[config.mk]
export PLATFORM = sky130hd
export DESIGN_NAME = i2c_master_byte_ctrl
export DESIGN_NICKNAME = d
export VERILOG_FILES = /design/src/rtl/i2c_master_byte_ctrl.sv
export SDC_FILE = /design/constraint.sdc
export NUM_CORES = 1
export LEC_CHECK = 0
export BUFFER_PORTS_ARGS = -buffer_cell sky130_fd_sc_hd__clkbuf_2
export CORE_ASPECT_RATIO = 0.5
export CORE_MARGIN = 4
export CORE_UTILIZATION = 45
export DETAILED_ROUTE_END_ITERATION = 12
export PLACE_DENSITY = 0.73
export SETUP_SLACK_MARGIN = 0.5
export SLEW_MARGIN = 10
export SYNTH_ARGS = -nofsm -noshare
export SYNTH_HDL_FRONTEND = slang
export SYNTH_SLANG_ARGS = --single-unit
[constraint.sdc]
create_clock -name clk -period 5.3 [get_ports clk]
set_input_delay 0.265 -clock clk [delete_from_list [all_inputs] [get_ports clk]]
set_output_delay 0.265 -clock clk [all_outputs]
set_load 0.01 [all_outputs]
[src/rtl/i2c_master_byte_ctrl.sv]
// i2c_master_byte_ctrl: byte-level single-master I2C initiator (START/WRITE/READ/STOP).
// Ports:
//   clk, rst_n              clock, asynchronous active-low reset
//   cmd_valid/cmd_ready     command handshake; cmd_op 00 START, 01 WRITE, 10 READ, 11 STOP
//   cmd_wdata               byte sent by WRITE
//   cmd_nack_on_read        READ: 1 = NACK after the byte, 0 = ACK
//   rsp_valid               one-cycle completion pulse with rsp_rdata / rsp_ack / rsp_err
//   busy                    bus owned between START and STOP
//   scl_oe, sda_oe          open-drain pull-low enables; scl_i, sda_i pad inputs
// Optional feature: define I2C_CLK_STRETCH_EN to let a slave stretch SCL at the start of q1.
module i2c_master_byte_ctrl #(
  parameter int I2C_DATA_WIDTH = 8,
  parameter int QTR_DIV = 25
) (
  input  logic                      clk,
  input  logic                      rst_n,
  input  logic                      cmd_valid,
  output logic                      cmd_ready,
  input  logic [1:0]                cmd_op,
  input  logic [I2C_DATA_WIDTH-1:0] cmd_wdata,
  input  logic                      cmd_nack_on_read,
  output logic                      rsp_valid,
  output logic [I2C_DATA_WIDTH-1:0] rsp_rdata,
  output logic                      rsp_ack,
  output logic                      rsp_err,
  output logic                      busy,
  output logic                      scl_oe,
  output logic                      sda_oe,
  input  logic                      scl_i,
  input  logic                      sda_i
);
  localparam int QW = $clog2(QTR_DIV);
  typedef enum logic [3:0] {IDLE, START, RSTART, WBIT, WACK, RBIT, RACK, STOP, ERR, RESP} state_t;
  state_t state, nxt;
  logic [1:0] scl_s, sda_s;
  logic scl_sync, sda_sync;
  logic [QW-1:0] qcnt;
  logic [1:0] q;
  logic [3:0] bcnt;
  logic [I2C_DATA_WIDTH-1:0] sreg;
  logic nack, sda_last;
  logic active, accept, illegal, stall, qend, bit_end, sample, last_bit, edge_q;
  assign scl_sync = scl_s[1];
  assign sda_sync = sda_s[1];
  assign cmd_ready = state == IDLE || state == RESP;
  assign rsp_valid = state == RESP;
  assign active = !(state inside {IDLE, ERR, RESP});
  assign accept = cmd_valid && cmd_ready;
  assign illegal = cmd_op != 2'b00 && !busy;
  assign qend = qcnt == QW'(QTR_DIV - 1);
  assign bit_end = active && qend && q == 2'd3;
  assign sample = active && qend && q == 2'd1;
  assign last_bit = bcnt == 4'(I2C_DATA_WIDTH - 1);
  assign edge_q = q == 2'd0 || q == 2'd3;
`ifdef I2C_CLK_STRETCH_EN
  // SCL was just released; wait for the pad to actually read high before timing q1
  assign stall = q == 2'd1 && qcnt == '0 && !scl_sync;
`else
  logic unused_scl;
  assign unused_scl = scl_sync;
  assign stall = 1'b0;
`endif
  always_ff @(posedge clk or negedge rst_n) begin
    if (!rst_n) state <= IDLE;
    else state <= nxt;
  end
  always_comb begin
    nxt = state;
    case (state)
      IDLE, RESP: nxt = !accept ? IDLE : illegal ? ERR :
                        cmd_op == 2'b00 ? (busy ? RSTART : START) :
                        cmd_op == 2'b01 ? WBIT : cmd_op == 2'b10 ? RBIT : STOP;
      ERR: nxt = RESP;
      WBIT: nxt = (bit_end && last_bit) ? WACK : WBIT;
      RBIT: nxt = (bit_end && last_bit) ? RACK : RBIT;
      default: nxt = bit_end ? RESP : state;
    endcase
  end
  // Between commands SCL stays low while the bus is owned and SDA keeps its last level
  always_comb begin
    scl_oe = busy;
    sda_oe = busy & sda_last;
    case (state)
      START: begin scl_oe = q == 2'd3; sda_oe = q[1]; end
      RSTART: begin scl_oe = edge_q; sda_oe = q[1]; end
      WBIT: begin scl_oe = edge_q; sda_oe = ~sreg[I2C_DATA_WIDTH-1]; end
      WACK, RBIT: begin scl_oe = edge_q; sda_oe = 1'b0; end
      RACK: begin scl_oe = edge_q; sda_oe = ~nack; end
      STOP: begin scl_oe = q == 2'd0; sda_oe = !q[1]; end
      default: ;
    endcase
  end
  always_ff @(posedge clk or negedge rst_n) begin
    if (!rst_n) begin
      scl_s <= 2'b11;
      sda_s <= 2'b11;
      qcnt <= '0;
      q <= '0;
      bcnt <= '0;
      sreg <= '0;
      nack <= 1'b0;
      sda_last <= 1'b0;
      rsp_rdata <= '0;
      rsp_ack <= 1'b0;
      rsp_err <= 1'b0;
      busy <= 1'b0;
    end else begin
      scl_s <= {scl_s[0], scl_i};
      sda_s <= {sda_s[0], sda_i};
      sda_last <= sda_oe;
      if (accept) begin
        qcnt <= '0;
        q <= '0;
        bcnt <= '0;
        sreg <= cmd_wdata;
        nack <= cmd_nack_on_read;
        rsp_err <= illegal;
      end else if (active && !stall) begin
        qcnt <= qend ? '0 : qcnt + QW'(1);
        q <= q + {1'b0, qend};
      end
      if (bit_end && (state == WBIT || state == RBIT)) bcnt <= bcnt + 4'd1;
      if (bit_end && state == WBIT) sreg <= sreg << 1;
      if (sample && state == RBIT) sreg <= {sreg[I2C_DATA_WIDTH-2:0], sda_sync};
      if (sample && state == WACK) rsp_ack <= ~sda_sync;
      if (bit_end && state == RACK) rsp_rdata <= sreg;
      if (bit_end && state == START) busy <= 1'b1;
      if (bit_end && state == STOP) busy <= 1'b0;
    end
  end
endmodule
### Yosys cells after proc, flatten, opt, wreduce, memory -nomap -nowiden

Cells that the tools add are included.

* bits in registers: 38
* output and inout bits: 15
* logic and storage cells: 91

* $add $sub $neg: 3
* equal/unequal tests: 16
* muxes and demuxes: 24
* bitwise operators: 4
* reduce and logical (&&, ||, !) cells: 32

Operator list (count)
* $mux W8: 3
* $eq A4 B3 Y1 const B: 5
* $mux W4: 5
* $pmux W4 S4: 1
* $mux W5: 3
* $logic_and A1 B1 Y1: 13
* $mux W2: 5
* $mux W3: 3
* $eq A4 B2 Y1 const B: 2
* $eq A4 B4 Y1 const B: 2
* $reduce_bool A2 Y1: 3
* $reduce_bool A3 Y1: 2
* $reduce_or A2 Y1: 3
* $add A5 B1 Y5 const B: 1
* $eq A5 B5 Y1 const B: 1
* $pmux W1 S5: 1
* $reduce_bool A5 Y1: 1
* $reduce_or A5 Y1: 1
* $add A4 B1 Y4 const B: 1
* $eq A2 B1 Y1 const B: 2
* $eq A2 B2 Y1 const B: 2
* $eq A4 B1 Y1 const B: 1
* $logic_not A2 Y1: 2
* $logic_not A4 Y1: 1
* 8 further kinds: 15

### Depth between registers and ports, before layout

Gate-level depths: netlist of run 1.

* depth in word-level cells: 8
* gate-level depth with buffers: 8
* gate-level depth less buffers: 8

### Least setup slack after synthesis of run 1

Ideal clock, no wire load.

* path type: register -> register
* from: reg qcnt[0]
* to: reg rsp_rdata[0]
* setup time: 0.125 ns
* data arrival time: 1.596 ns
* data required time: 5.175 ns
* setup slack: 3.580 ns
* cell stages (with the launch flop): 8
* path buffers: 0
* period minus slack after synthesis: 1.720 ns
* path through: dfrtp_1 inv_1 ha_1 nand4b_4 clkinv_2 and2_1 nand4b_4 mux2_2

* cells in the longest elaborated chain, start to end: 4

Ends and longest elaborated chain
* start: declaration: line 37 `logic [QW-1:0] qcnt;`
* start signal: assignment: line 119 `qcnt <= qend ? '0 : qcnt + QW'(1);`
* $eq A5 B5 Y1: line 50 `assign qend = qcnt == QW'(QTR_DIV - 1);`
* $logic_and A1 B1 Y1 (2 in a row): line 51 `assign bit_end = active && qend && q == 2'd3;`
* $logic_and A1 B1 Y1: line 126 `if (bit_end && state == RACK) rsp_rdata <= sreg;`
* end signal: assignment: line 126
* end: declaration: line 23 `output logic [I2C_DATA_WIDTH-1:0] rsp_rdata,`

Every way passes these cells.
A chain may end at the register's enable or synchronous reset.

### Worst setup path in the final report of run 1

* from: reg state[0]
* to: reg bcnt[3]

* cells in the longest elaborated chain, start to end: 7
* elaborated cells between the ends (all ways): 15
* classes of those cells: 4 x eq/ne; 1 x mux; 10 x reduce/logical

Ends and longest elaborated chain
* start: declaration: line 34 `state_t state, nxt;`
* start signal: assignment: line 65 `else state <= nxt;`
* $eq A4 B4 Y1, or another cell as far along: line 47 `assign active = !(state inside {IDLE, ERR, RESP});`
* $reduce_bool A3 Y1: line 47
* $logic_not A1 Y1: line 47
* $logic_and A1 B1 Y1 (2 in a row): line 51
* $logic_and A1 B1 Y1: line 122 `if (bit_end && (state == WBIT || state == RBIT)) bcnt <= bcnt + 4'd1;`
* $mux W4 or $reduce_bool A2 Y1 (tied branches)
* end signal: assignment: line 122
* end: declaration: line 39 `logic [3:0] bcnt;`

Several ways; a longest one is shown, not always the timed one.

==> results of run 1 <==
flip-flops by register name, summed over array words and instances (netlist names):
name,count
busy,1
rsp_rdata,8
nack,1
sda_last,1
sda_s,2
state,4
q,2
qcnt,5
rsp_err,1
bcnt,4
rsp_ack,1
sreg,8
logic make-up after synthesis:
group                    synth area share [%]
AO/OA/AOI/OAI                            18.4
XOR/XNOR                                0.842
multiplexers                             6.25
flip-flops                               45.8
AND/OR/NAND/NOR                          19.4
buffers and inverters                    4.45
adder cells (fa/ha/maj)                  4.81
through the flow:
step           instances  setup WS, ns  area [um^2]  utilization [%]
2_1_floorplan        207          3.58         2080                -
3_3_place_gp         284          2.93         2250             50.9
3_5_place_dp         284          2.91         2250             50.9
4_1_cts              292          2.85         2390             54.1
5_1_grt              292          2.66         2390             54.1
6_report             292          2.83         2390             54.1
metal layers:
layer,up-vias,GRT usage (%)
li1,802,-
met1,796,21.0
met2,58,26.8
met3,4,4.40
met4,0,5.87
met5,-,0
how the worst max path moves through the flow:
stage                                     from                        to  slack [ns]  cells after the start
after floorplan            qcnt[0]$_DFFE_PN0P_  rsp_rdata[0]$_DFFE_PN0P_        3.58                      7
after global placement    state[0]$_DFFE_PN0P_       bcnt[3]$_DFFE_PN0P_        2.93                      4
after detailed placement  state[0]$_DFFE_PN0P_       bcnt[3]$_DFFE_PN0P_        2.91                      4
after CTS                 state[0]$_DFFE_PN0P_       bcnt[3]$_DFFE_PN0P_        2.85                      4
after global routing      state[0]$_DFFE_PN0P_       bcnt[3]$_DFFE_PN0P_        2.66                      4
final                     state[0]$_DFFE_PN0P_       bcnt[3]$_DFFE_PN0P_        2.83                      4
layout make-up:
cell class / count / area share [%]
clock inverter: 2 / 2.51
inverter: 12 / 1.93
multi-input combinational: 148 / 43.2
sequential: 38 / 39.8
timing repair buffer: 29 / 6.06
tap: 57 / 2.98
clock buffer: 6 / 3.45
cells in the final DEF (no fill, tap or decap), types with 4 or more instances in the layout:
| cell | netlist | routed |
|---|---|---|
| nand2_1 | 17 | 17 |
| nor2b_1 | 5 | 5 |
| mux2_2 | 8 | 8 |
| nand3_1 | 13 | 13 |
| nor2_1 | 11 | 11 |
| clkbuf_8 | 0 | 6 |
| or3_1 | 4 | 4 |
| a21o_1 | 7 | 7 |
| ha_1 | 8 | 8 |
| a21oi_1 | 9 | 9 |
| mux2i_1 | 4 | 4 |
| clkbuf_2 | 0 | 29 |
| dfrtp_1 | 36 | 36 |
| nor3_1 | 4 | 4 |
| a22o_1 | 6 | 6 |
| inv_1 | 11 | 11 |
| o21ai_0 | 14 | 14 |
power groups by stage:
stage / Clock [W] / Sequential [W] / Combinational, W
floorplan: 0 / 0.000423 / 0.000357
global placement: 0 / 0.000480 / 0.000377
detailed placement: 0 / 0.000486 / 0.000387
CTS: 0.000312 / 0.000481 / 0.000392
global route: 0.000323 / 0.000499 / 0.000438
finish: 0.000307 / 0.000483 / 0.000390
==> reports/qor.yml, run 1 <==
setup_path:
  crit_buf_inv: 0
  cp-start-kind: "register"
  endpoint_kind: "register"
  reg2reg_slack_ns: 2.83
  crit-reg2reg-launch: "state[0]$_DFFE_PN0P_"
  crit_family: "simple AND/OR/NAND/NOR gates"
  slowest_delay_ns: 0.75
  cp_max_fo: 15
  crit_arrival_ns: 2.69
  crit_required_ns: 5.51
  rr_worst_depth: 4
  worst_r2r_endpoint: "bcnt[3]$_DFFE_PN0P_"
  crit_type: "reg2reg"
  path_cells: "nor2b_1 > o2111ai_2 > or3_1 > o211ai_1"
  crit_slowest_cell: "nor2b_1"
final_layout:
  synthToLayoutAreaGrowth_pct: 15.0
  multi_input_area_um2: 1030
  drive_gt1_share_pct: 23.8
  nFillCells: 418
  diodes: 0
  nets: 258
  seq_area_um2: 953
clock_tree:
  cts.sinks: 38
  root_buffer: "clkbuf_8"
  cts_made_buffers: 5
  cts_tree: "done"
  htree_levels: 2
  postCtsSetupBuffers: 0
  ctsResizeCount: 0
  cts_buffer_depth: 2
  clkTransAtPathRegs_ns: 0.08
  clk_latency_ns: 0.29
  postCtsHoldBufs: 0
logic_synthesis:
  synth_top_cell_area_share_pct: 43.3
  yosysTopAreaCell: "dfrtp_1"
  synthFlopType: "dfrtp_1"
  synth-seq-cells: 38
  post-synth-top-count-cell: "dfrtp_1"
  synth_nets: 231
  synth-warning-count: 0
  yosysSeqAreaShare_pct: 45.8
  avgSynthCellArea_um2: 10.1
  synth_common_cells: "dfrtp_1 (36), nand2_1 (17), o21ai_0 (14)"
  netlist_top_cells_area: "dfrtp_1 (43%), ha_1 (4.8%), mux2_2 (4.3%), o21ai_0 (3.4%), nand3_1 (3.1%)"
  yosys.cell_types.count: 45
  async_reset_ff_share_pct: 100
  synth_edf_count: 0
  syn_area_um2: 2080
  synthCells: 207
grt:
  antenna_found_initial: 0
  track_usage_pct: 16.4
  grt_pass1_wl_mm: 7.74
  grt_max_degree: 39
  grt_pass1_vias: 1602
  overflow: 0
die:
  initial_core_util_pct: 47.0
  core-area_um2: 4420
  die_y_um: 56.1
  rows: 17
  io_pins: 31
  die_area_um2: 5840
  die_x_um: 104
timing:
  hold_viol_final: 0
  fin_crit_sh_pct: 46.6
  fmax_mhz: 405
  final.setup.tns_ns: 0
  hold_slack_ns: 0.0433
  setup_viol: 0
  slew_headroom_pct: 37.9
  finalMaxSlewViolations: 0
  min_period_ns: 2.47
  rsz0062_at_grt: "false"
  worstMarginPinSlew_ns: 0.932
  clock_skew_ns: 0.00394
routing:
  drt_wl_total_mm: 4.38
  route.met3.wl_um: 297
  routed_via_density: 5.68
  ant_nets: 0
  wl_met2_mm: 2.10
  drtIter0Drc: 225
  drc: 0
  routed.top_layer: "met4"
  vias: 1660
  wl_per_cell_um: 15.0
  m1WireLength_mm: 1.96
  drt_first_pass_iters: 4
hold_path:
  hold_path_end: "sda_s[0]$_DFF_PN1_"
  hp-class: "in2reg"
  worstHoldPathCells: 1
  worst_hold_startpoint: "sda_i"
pwr:
  power_density_nw_per_um2: 493
  seq_power_share_pct: 40.9
  power_w: 0.00118
  intPower_w: 0.000742
  irDropWorstVdd_uv: 176
  combPwrFrac_pct: 33.1
  p_leak_nw: 1.20
  power_frac_clock_pct: 26.0
  sw_frac_of_total_pct: 37.1
  power.switching_w: 0.000438
run:
  maxCapViolations: 0
place:
  port-buffer-count: 29
  hpwlAfterDp_mm: 2.97
  place.gp.congestion: 0.834
run_status:
  outcome: "finished clean"
No activity file was read; power rests on OpenSTA's default activity.
==> run 2, diff against run 1 <==
PLACE_DENSITY = 0.76   (was 0.73)
clock period = 2.15 ns   (was 5.3 ns; I/O delays follow)
==> reports/qor.yml, run 2 (synthesized netlist as in run 1, its figures left out) <==
run_status:
  outcome: "finished clean"
grt:
  grt_pass1_wl_mm: 8.45  # +9.2%
  overflow: 0  # unchanged
  grt_max_degree: 39  # unchanged
  track_usage_pct: 18.1  # +1.7 points
  grt_pass1_vias: 1757  # +9.7%
  antenna_found_initial: 0  # unchanged
pwr:
  seq_power_share_pct: 30.2  # -11 points
  intPower_w: 0.00226  # +200%
  power_frac_clock_pct: 20.8  # -5.2 points
  combPwrFrac_pct: 49.0  # +16 points
  sw_frac_of_total_pct: 38.1  # +0.94 points
  irDropWorstVdd_uv: 494  # +180%
  power.switching_w: 0.00139  # +220%
  power_density_nw_per_um2: 1260  # +150%
  p_leak_nw: 1.43  # +19%
routing:
  wl_per_cell_um: 17.5  # +17%
  routed_via_density: 5.79  # +1.8%
  drtIter0Drc: 192  # -15%
  drt_wl_total_mm: 5.75  # +31%
  vias: 1898  # +14%
  drt_first_pass_iters: 7  # +3
  drc: 0  # unchanged
  ant_nets: 0  # unchanged
clock_tree:
  root_buffer: "clkbuf_8"
  cts_buffer_depth: 2  # unchanged
  cts_tree: "done"
  clk_latency_ns: 0.30  # about the same
  cts_made_buffers: 5  # unchanged
  clkTransAtPathRegs_ns: 0.08  # about the same
  htree_levels: 2  # unchanged
  cts.sinks: 38  # unchanged
timing:
  worst_slack_ns: 0.384  # -2.44 ns
  hold_viol_final: 0  # unchanged
  slew_headroom_pct: 36.4  # -1.5 points
  worstMarginPinSlew_ns: 0.954  # +0.0222 ns
  fmax_mhz: 566
  finalMaxSlewViolations: 0  # unchanged
  min_period_ns: 1.77
  rsz0062_at_grt: "true"
  setup_viol: 0  # unchanged
  clock_skew_ns: 0.00941  # +0.00547 ns
  fin_crit_sh_pct: 82.1
  final.setup.tns_ns: 0  # unchanged
final_layout:
  nFillCells: 300  # -28%
  diodes: 0  # unchanged
  synthToLayoutAreaGrowth_pct: 39.6
  top_regs: "rsp_rdata: 8 flops, sreg: 8 flops, qcnt: 5 flops"
  stdcell_count: 328  # +12%
  final_common_cell: "dfrtp_1"
  nets: 294  # +14%
  layout_common_cells: "dfrtp_1 (31), clkbuf_2 (26), buf_4 (22), nand2_1 (15), nand3_1 (11)"
  drive_gt1_share_pct: 45.0  # +21 points
setup_path:
  crit_type: "reg2out"
  cp_max_fo: 10  # -5
  endpoint_kind: "primary output"
  crit_slowest_cell: "dfrtp_2"
  path_cells: "buf_4 > o21ai_0 > nand3_1 > o21ai_1 > a221o_1 > buf_2"
  crit_arrival_ns: 1.66  # -1.03 ns
  cp-start-kind: "register"
  crit_required_ns: 2.04  # -3.47 ns
  slowest_delay_ns: 0.45  # -0.30 ns
place:
  place.gp.congestion: 0.810  # -2.9%
  dp_cells: 292  # +2.8%
  dpl_worst_slack_ns: 0.303  # -2.61 ns
  port-buffer-count: 29  # unchanged
  hpwlAfterDp_mm: 3.26  # +9.8%
die:
  die_area_um2: 5840  # unchanged
  die_y_um: 56.1  # unchanged
  initial_core_util_pct: 47.0  # unchanged
  die_x_um: 104  # unchanged
  io_pins: 31  # unchanged
  rows: 17  # unchanged
  core-area_um2: 4420  # unchanged
run:
  maxCapViolations: 0  # unchanged
hold_path:
  hp-class: "in2reg"
[run 2: path summary, 6_finish.rpt]
path	cells past startpoint	start	slack, ns	endpoint
max	6	state[0]$_DFFE_PN0P_	0.38	sda_oe
min reg2reg	0	sda_s[0]$_DFF_PN1_	0.36	sda_s[1]$_DFF_PN1_
max reg2reg	7	state[2]$_DFFE_PN0P_	0.42	sreg[1]$_DFFE_PN0P_
min	3	cmd_nack_on_read	0.01	nack$_DFFE_PN0N_
min in group asynchronous	2	rst_n	0.49	state[3]$_DFFE_PN0P_
max in group asynchronous	2	rst_n	1.00	q[0]$_DFFE_PN0P_
[run 2: layer usage]
layer / part of all wire, % / vias to the layer above / track usage (%)
li1: - / 875 / -
met1: 43 / 907 / 22.9
met2: 48 / 97 / 30.7
met3: 6.5 / 19 / 3.59
met4: 2.1 / 0 / 7.01
met5: 0 / - / 0
[run 2: timing repair]
action / 4_1_cts / 5_1_grt
pin swaps: 10 / 14
setup endpoints to repair: 27 / 35
gates resized for setup: 20 / 41
setup buffers: 18 / 8
hold buffers: 2 / 0
endpoints found under the hold margin: 37 / 0
[run 2: power by group through the flow]
| stage | combinational [W] | clock, W | sequential (W) |
|---|---|---|---|
| CTS | 0.00144 | 0.000769 | 0.00107 |
| global placement | 0.00113 | 0 | 0.00109 |
| floorplan | 0.000892 | 0 | 0.00104 |
| global route | 0.00192 | 0.000800 | 0.00112 |
| finish | 0.00179 | 0.000759 | 0.00110 |
| detailed placement | 0.00117 | 0 | 0.00110 |
[run 2: area by class of cell]
type | instances | area [um^2] | area share, %
multi-input combinational | 148 | 1190 | 41.1
sequential | 38 | 960 | 33.0
timing repair buffer | 65 | 487 | 16.8
clock buffer | 6 | 82.6 | 2.84
tap | 57 | 71.3 | 2.46
clock inverter | 2 | 60.1 | 2.07
inverter | 12 | 50.0 | 1.72
[run 2: through the flow]
step	utilization, %	hold WS (ns)	cell area [um^2]	power [W]
after floorplan	-	-0.188	2100	0.00193
after global placement	52.7	0.196	2330	0.00222
after detailed placement	52.7	0.198	2330	0.00228
after CTS	61.0	0.00810	2700	0.00328
after global routing	65.6	0.0125	2900	0.00384
final	65.6	0.00978	2900	0.00365
[run 2: worst max-delay path: cells and delay by family (launching register included)]
| kind | cells | cell delay, ns |
|---|---|---|
| DFF | 1 | 0.45 |
| AOI/OAI and AO/OA | 3 | 0.46 |
| and+or+nand+nor | 1 | 0.08 |
| buffers and inverters | 2 | 0.36 |
